**src/rtl/ex_operand_stage.sv**
```systemverilog
// ex_operand_stage: ID/EX register with load-use stall, write-through capture and MEM/WB operand forwarding
module ex_operand_stage #(
  parameter int WIDTH  = 32,
  parameter int REG_AW = 5
) (
  input  logic              clk,
  input  logic              rst_n,
  input  logic              id_valid,
  input  logic [WIDTH-1:0]  id_pc,
  input  logic [REG_AW-1:0] id_rs1,
  input  logic [REG_AW-1:0] id_rs2,
  input  logic [REG_AW-1:0] id_rd,
  input  logic              id_uses_rs1,
  input  logic              id_uses_rs2,
  input  logic [WIDTH-1:0]  id_rs1_data,
  input  logic [WIDTH-1:0]  id_rs2_data,
  input  logic [WIDTH-1:0]  id_imm,
  input  logic [3:0]        id_alu_ctrl,
  input  logic              id_alu_src_pc,
  input  logic              id_alu_src_imm,
  input  logic              id_reg_write,
  input  logic              id_mem_read,
  input  logic              id_mem_write,
  input  logic              id_branch,
  input  logic              flush,
  input  logic              ex_stall,
  input  logic              mem_reg_write,
  input  logic [REG_AW-1:0] mem_rd,
  input  logic [WIDTH-1:0]  mem_result,
  input  logic              wb_reg_write,
  input  logic [REG_AW-1:0] wb_rd,
  input  logic [WIDTH-1:0]  wb_result,
  output logic              id_stall,
  output logic [WIDTH-1:0]  alu_a,
  output logic [WIDTH-1:0]  alu_b,
  output logic [3:0]        alu_ctrl,
  output logic              ex_valid,
  output logic              ex_reg_write,
  output logic              ex_mem_read,
  output logic              ex_mem_write,
  output logic              ex_branch,
  output logic [REG_AW-1:0] ex_rd,
  output logic [WIDTH-1:0]  ex_pc,
  output logic [WIDTH-1:0]  ex_store_data
);
  typedef struct packed {
    logic              valid;
    logic [WIDTH-1:0]  pc;
    logic [WIDTH-1:0]  imm;
    logic [WIDTH-1:0]  rs1_data;
    logic [WIDTH-1:0]  rs2_data;
    logic [REG_AW-1:0] rs1;
    logic [REG_AW-1:0] rs2;
    logic [REG_AW-1:0] rd;
    logic [3:0]        alu_ctrl;
    logic              src_pc;
    logic              src_imm;
    logic              reg_write;
    logic              mem_read;
    logic              mem_write;
    logic              branch;
  } ex_t;
  ex_t ex_q, ex_d, cap;
  logic lu;
  logic [WIDTH-1:0] fwd_rs1, fwd_rs2;
  function automatic logic [WIDTH-1:0] wt(input logic [REG_AW-1:0] rs, input logic [WIDTH-1:0] v);
    return (wb_reg_write && wb_rd != '0 && wb_rd == rs) ? wb_result : v;
  endfunction
  function automatic logic [WIDTH-1:0] fwd(input logic [REG_AW-1:0] rs, input logic [WIDTH-1:0] v);
    return rs == '0 ? '0
      : (mem_reg_write && mem_rd == rs) ? mem_result
      : (wb_reg_write && wb_rd == rs) ? wb_result : v;
  endfunction
  assign lu = ex_q.valid && ex_q.mem_read && ex_q.rd != '0 && id_valid &&
              ((id_uses_rs1 && id_rs1 == ex_q.rd) || (id_uses_rs2 && id_rs2 == ex_q.rd));
  assign id_stall = ex_stall || lu;
  always_comb begin
    cap           = '0;
    cap.valid     = id_valid;
    cap.pc        = id_pc;
    cap.imm       = id_imm;
    cap.rs1_data  = wt(id_rs1, id_rs1_data);
    cap.rs2_data  = wt(id_rs2, id_rs2_data);
    cap.rs1       = id_rs1;
    cap.rs2       = id_rs2;
    cap.rd        = id_rd;
    cap.alu_ctrl  = id_alu_ctrl;
    cap.src_pc    = id_alu_src_pc;
    cap.src_imm   = id_alu_src_imm;
    cap.reg_write = id_valid && id_reg_write;
    cap.mem_read  = id_valid && id_mem_read;
    cap.mem_write = id_valid && id_mem_write;
    cap.branch    = id_valid && id_branch;
    ex_d          = ex_stall ? ex_q : (flush || lu) ? '0 : cap;
  end
  always_ff @(posedge clk) ex_q <= rst_n ? ex_d : '0;
  assign fwd_rs1       = fwd(ex_q.rs1, ex_q.rs1_data);
  assign fwd_rs2       = fwd(ex_q.rs2, ex_q.rs2_data);
  assign alu_a         = ex_q.src_pc ? ex_q.pc : fwd_rs1;
  assign alu_b         = ex_q.src_imm ? ex_q.imm : fwd_rs2;
  assign ex_store_data = fwd_rs2;
  assign alu_ctrl      = ex_q.alu_ctrl;
  assign ex_valid      = ex_q.valid;
  assign ex_reg_write  = ex_q.reg_write;
  assign ex_mem_read   = ex_q.mem_read;
  assign ex_mem_write  = ex_q.mem_write;
  assign ex_branch     = ex_q.branch;
  assign ex_rd         = ex_q.rd;
  assign ex_pc         = ex_q.pc;
endmodule

```
**config.mk**
```make
export PLATFORM = sky130hd
export DESIGN_NAME = ex_operand_stage
export DESIGN_NICKNAME = d
export VERILOG_FILES = /design/src/rtl/ex_operand_stage.sv
export SDC_FILE = /design/constraint.sdc
export NUM_CORES = 1
export LEC_CHECK = 0
export ABC_AREA = 0
export BUFFER_PORTS_ARGS = -buffer_cell sky130_fd_sc_hd__buf_2
export CAP_MARGIN = 0
export CORE_AREA = 2 2 145 147
export DETAILED_ROUTE_END_ITERATION = 6
export DIE_AREA = 0 0 147 149
export GPL_TIMING_DRIVEN = 0
export PLACE_DENSITY = 0.73
export SYNTH_ARGS = -nofsm -noshare
export SYNTH_HDL_FRONTEND = slang
export SYNTH_SLANG_ARGS = --single-unit
```
**constraint.sdc**
```tcl
create_clock -name clk -period 2.8 [get_ports clk]
set_clock_uncertainty 0.05 [all_clocks]
set_input_delay 0.42 -clock clk [delete_from_list [all_inputs] [get_ports clk]]
set_output_delay 0.42 -clock clk [all_outputs]
set_load 0.02 [all_outputs]
```
* Word level (Yosys, flattened, before mapping) *
Index checks and enable logic that the tools add are counted.
Widths: inputs -> output; s select.

storage, ports and cells
  logic and storage cells = 58
  input bits = 236
  flip-flop bits (word level) = 154

operators by class
  reduce and logical (&&, ||, !) cells = 24
  equality and inequality tests = 8
  mux-type cells = 11

operators by type and width
  cell               number
  $mux 32            10
  $mux 154           1
  $eq 5x5->1         8
  $logic_and 1x1->1  17
  $logic_not 5->1    2
  $reduce_bool 5->1  2
  $logic_or 1x1->1   3

* Longest topological paths before layout *
  word-level depth = 6
  gate-level depth with buffers = 7
  mapped depth without buffers = 5

* Worst setup path after synthesis *
No wires, ideal clock.

  path type = input port to output port
  start point = in wb_rd[0]
  end point = out alu_b[0]
  cell stages on the path = 7
  setup slack = 0.214 ns
  data required time = 2.330 ns
  path buffers = 2
  data arrival time = 2.116 ns
  path through = buf_2 > xor2_1 > nor4_4 > clkbuf_1 > and3_1 > a211oi_1 > o31ai_1

on the way
  cells in the longest elaborated chain, start to end = 6

RTL lines
  item               RTL line  RTL
  from (decl)        31        input logic [REG_AW-1:0] wb_rd,
  $eq 5x5->1         72        : (wb_reg_write && wb_rd == rs) ? wb_result : v;
  $logic_and 1x1->1  72
  $mux 32            72
  $mux 32            71        : (mem_reg_write && mem_rd == rs) ? mem_result
  $mux 32            70        return rs == '0 ? '0
  $mux 32            100       assign alu_b = ex_q.src_imm ? ex_q.imm : fwd_rs2;
  to (decl)          35        output logic [WIDTH-1:0] alu_b,

Every way passes these cells.

* Worst setup path in the final report *
  start point = reg ex_q[15] in the netlist's numbering
  end point = out alu_b[7]

on the way
  cells in the longest elaborated chain, start to end = 6
  elaborated cells on any way between the ends = 9
  those cells by class = eq/ne (2); mux (4); reduce/logical (3)

RTL lines
  item                    RTL line  RTL
  from (decl)             63        ex_t ex_q, ex_d, cap;
  from (signal assigned)  96        always_ff @(posedge clk) ex_q <= rst_n ? ex_d : '0;
  $eq 5x5->1              72
  $logic_and 1x1->1       72
  $mux 32                 72
  $mux 32                 71
  $mux 32 *               70
  $mux 32 *               100

Every way passes the cells marked *; elsewhere a longest branch is shown, timed or not.

==> flow_summary.json <==
{
  "status": "complete, but fails checks",
  "violations": "negative setup slack",
  "multiInputGateArea_sq_um": 5719,
  "synthToLayoutAreaGrowth_pct": 54.20,
  "start_util": 0.4157,
  "dp.cells": 1656,
  "grt_max_degree": 17,
  "finalCriticalPeriod_ns": 2.944,
  "worstSetupEndpointType": "output port",
  "synth-main-ff-cell": "dfxtp_1",
  "core_sq_um": 20560,
  "hp-class": "in -> reg",
  "max_freq_mhz": 339.6,
  "p_seq_frac": 0.384,
  "p_int_w": 0.004316,
  "cts_tree": "built",
  "root_buffer": "clkbuf_16",
  "antenna_found_initial": 3,
  "fin_crit_sh": 1.052,
  "cts.htree.levels": 4,
  "synth_area_sq_um": 8546,
  "crit_fanout": 5,
  "grt_pass1_wl_um": 54080,
  "clk_latency_ns": 0.43,
  "synth_most_common_cell": "dfxtp_1",
  "rr_worst_depth": 6,
  "swShare": 0.2990,
  "wl_per_cell_um": 22.02,
  "ant_nets": 0,
  "p_clk_frac": 0.417,
  "static-leakage-power_nw": 5.898,
  "cts.sinks": 154,
  "layout-drive-gt1-share": 0.4909,
  "clk_pin_slew_worst_paths_ns": 0.07,
  "rsz0062_at_grt": "yes",
  "synth.distinct_cells": 35,
  "die_h_um": 149,
  "first_pass_iters": 5,
  "synth.largest_area_cell": "dfxtp_1",
  "setup_violations": 58,
  "slew_headroom": 0.4736,
  "routed_wirelength_um": 37750,
  "layout.nets": 1659,
  "hold_violations": 0,
  "post_dp_cell_area_sq_um": 10750,
  "cp.arrival_ns": 2.47,
  "seqCellArea_sq_um": 3108,
  "grt.total_usage": 0.3237,
  "grt-ovfl-total": 0,
  "synth_area_per_cell_sq_um": 8.461,
  "yosysWarnings": 0,
  "cts_buffers": 17,
  "drt_first_iter_violations": 899,
  "cp-start-kind": "flop",
  "syn_nets": 1246,
  "synth-edff-count": 0,
  "grt_pass1_vias": 9264,
  "gp_congestion": 0.9547,
  "rows": 53,
  "critPathKind": "reg -> out",
  "drv_slew": 0,
  "setup_slack_ns": -0.1444,
  "dieArea_sq_um": 21900,
  "via_per_inst": 5.663,
  "holdPathStages": 2,
  "power_density_nw_per_um2": 467.2,
  "post-route-util": 0.6410,
  "drv_cap": 0,
  "synth_cells": 1010,
  "fin_worst_hold_slack_ns": 0.1527,
  "n_fill_cell": 1763,
  "drc_errors": 0,
  "io_pins": 379,
  "comb_power_share": 0.200,
  "synthArstFlopShare": 0,
  "final_cell_count_no_fill": 1714,
  "fin_area_sq_um": 13180,
  "portBuffers": 371,
  "power_switching_w": 0.001841,
  "worstMarginPinSlew_ns": 0.7896,
  "required_ns": 2.33,
  "yosysTopAreaCellShare": 0.3608,
  "fp.dieW_um": 147,
  "num_vias": 9706,
  "synthTopCellsByCount": "154 x dfxtp_1, 134 x nand2_1, 85 x a22o_1",
  "place_hpwl_um": 27650,
  "clockBufferDepth": 2,
  "vdd.ir_drop.worst_uv": 373.2,
  "ys_seq_area_frac": 0.3608,
  "synth_area_leaders": "dfxtp_1 36%, a22o_1 8.7%, mux2i_1 7.5%",
  "synth_seq_cells": 154
}
## what timing repair did
action	CTS	global route
resized for setup	207	167
gates cloned	1	5
pin swaps	42	57
buffers inserted	12	10
hold buffers	0	0
endpoints found under the hold margin	0	0
endpoints found under the setup margin	96	96
## kinds of logic after synthesis
logic type | after synthesis | synth area share
and+or+nand+nor | 320 | 0.1780
AOI/OAI and AO/OA | 291 | 0.2490
DFF | 154 | 0.3608
buffers and inverters | 137 | 0.09092
muxes | 68 | 0.08023
xor gates and xnor gates | 40 | 0.04100
## layout make-up
type	count	area share
clock buffer	17	0.03228
multi-input combinational	719	0.4340
tap	275	0.02611
timing repair buffer	398	0.1762
buffer	132	0.07871
clock inverter	15	0.01595
antenna	3	0.0005697
sequential	154	0.2359
inverter	1	0.0002848
## metrics by stage
| step | power (W) | setup WS, ns | setup TNS, ns |
|---|---|---|---|
| floorplan | 0.002933 | 0.2144 | 0 |
| global placement | 0.003404 | -0.4198 | -22.22 |
| detailed placement | 0.003413 | -0.4426 | -24.57 |
| CTS | 0.006038 | -0.07442 | -0.8971 |
| global route | 0.006336 | -0.2100 | -9.336 |
| finish | 0.006157 | -0.1444 | -2.740 |
## final timing paths
check,from,to,slack [ns]
worst max-delay path,ex_q[15],alu_b[7],-0.14
worst min-delay path,id_rd[4],ex_rd[4],0.15
worst max register to register,ex_rd[4],ex_q[35],0.23
worst min register to register,ex_q[86],ex_q[86],0.40
## power groups by stage
stage          Combinational [W]  Sequential, W  Clock (W)
2_1_floorplan           0.000556        0.00238          0
5_1_grt                  0.00130        0.00237    0.00267
6_report                 0.00123        0.00236    0.00257
3_5_place_dp             0.00102        0.00240          0
3_3_place_gp             0.00101        0.00239          0
4_1_cts                  0.00112        0.00236    0.00256
## critical path: stages, from the launching register on
cell and delay (ns):
dfxtp_4 0.38, xor2_4 0.19, nor4_4 0.30, buf_6 0.17, buf_8 0.13, clkbuf_16 0.14, and3_1 0.18, a211oi_2 0.06
o31ai_1 0.26, buf_2 0.22
## state kept, by name, summed over array words and instances, names as in the netlist, 4 cells and up
| register | cells |
|---|---|
| ex_rd | 5 |
| ex_pc | 32 |
| alu_ctrl | 4 |
| ex_q | 108 |
## cell usage in the layout, fill, tap and decap left out, types with 29 or more instances in the layout
| cell | count |
|---|---|
| nand2_1 | 132 |
| a211oi_2 | 32 |
| buf_2 | 334 |
| and3_4 | 29 |
| buf_4 | 108 |
| and3_1 | 37 |
| clkbuf_1 | 32 |
| mux2i_1 | 64 |
| a22o_1 | 85 |
| dfxtp_1 | 144 |
| o31ai_1 | 35 |
| nor2_1 | 58 |
| o21ai_1 | 60 |
## per-layer routing
metal,track usage,wire length (um)
met1,0.4326,15960
met2,0.5315,17800
met3,0.05199,2716
met4,0.1183,1272
met5,0,0
No activity file was read; power rests on OpenSTA's default activity.
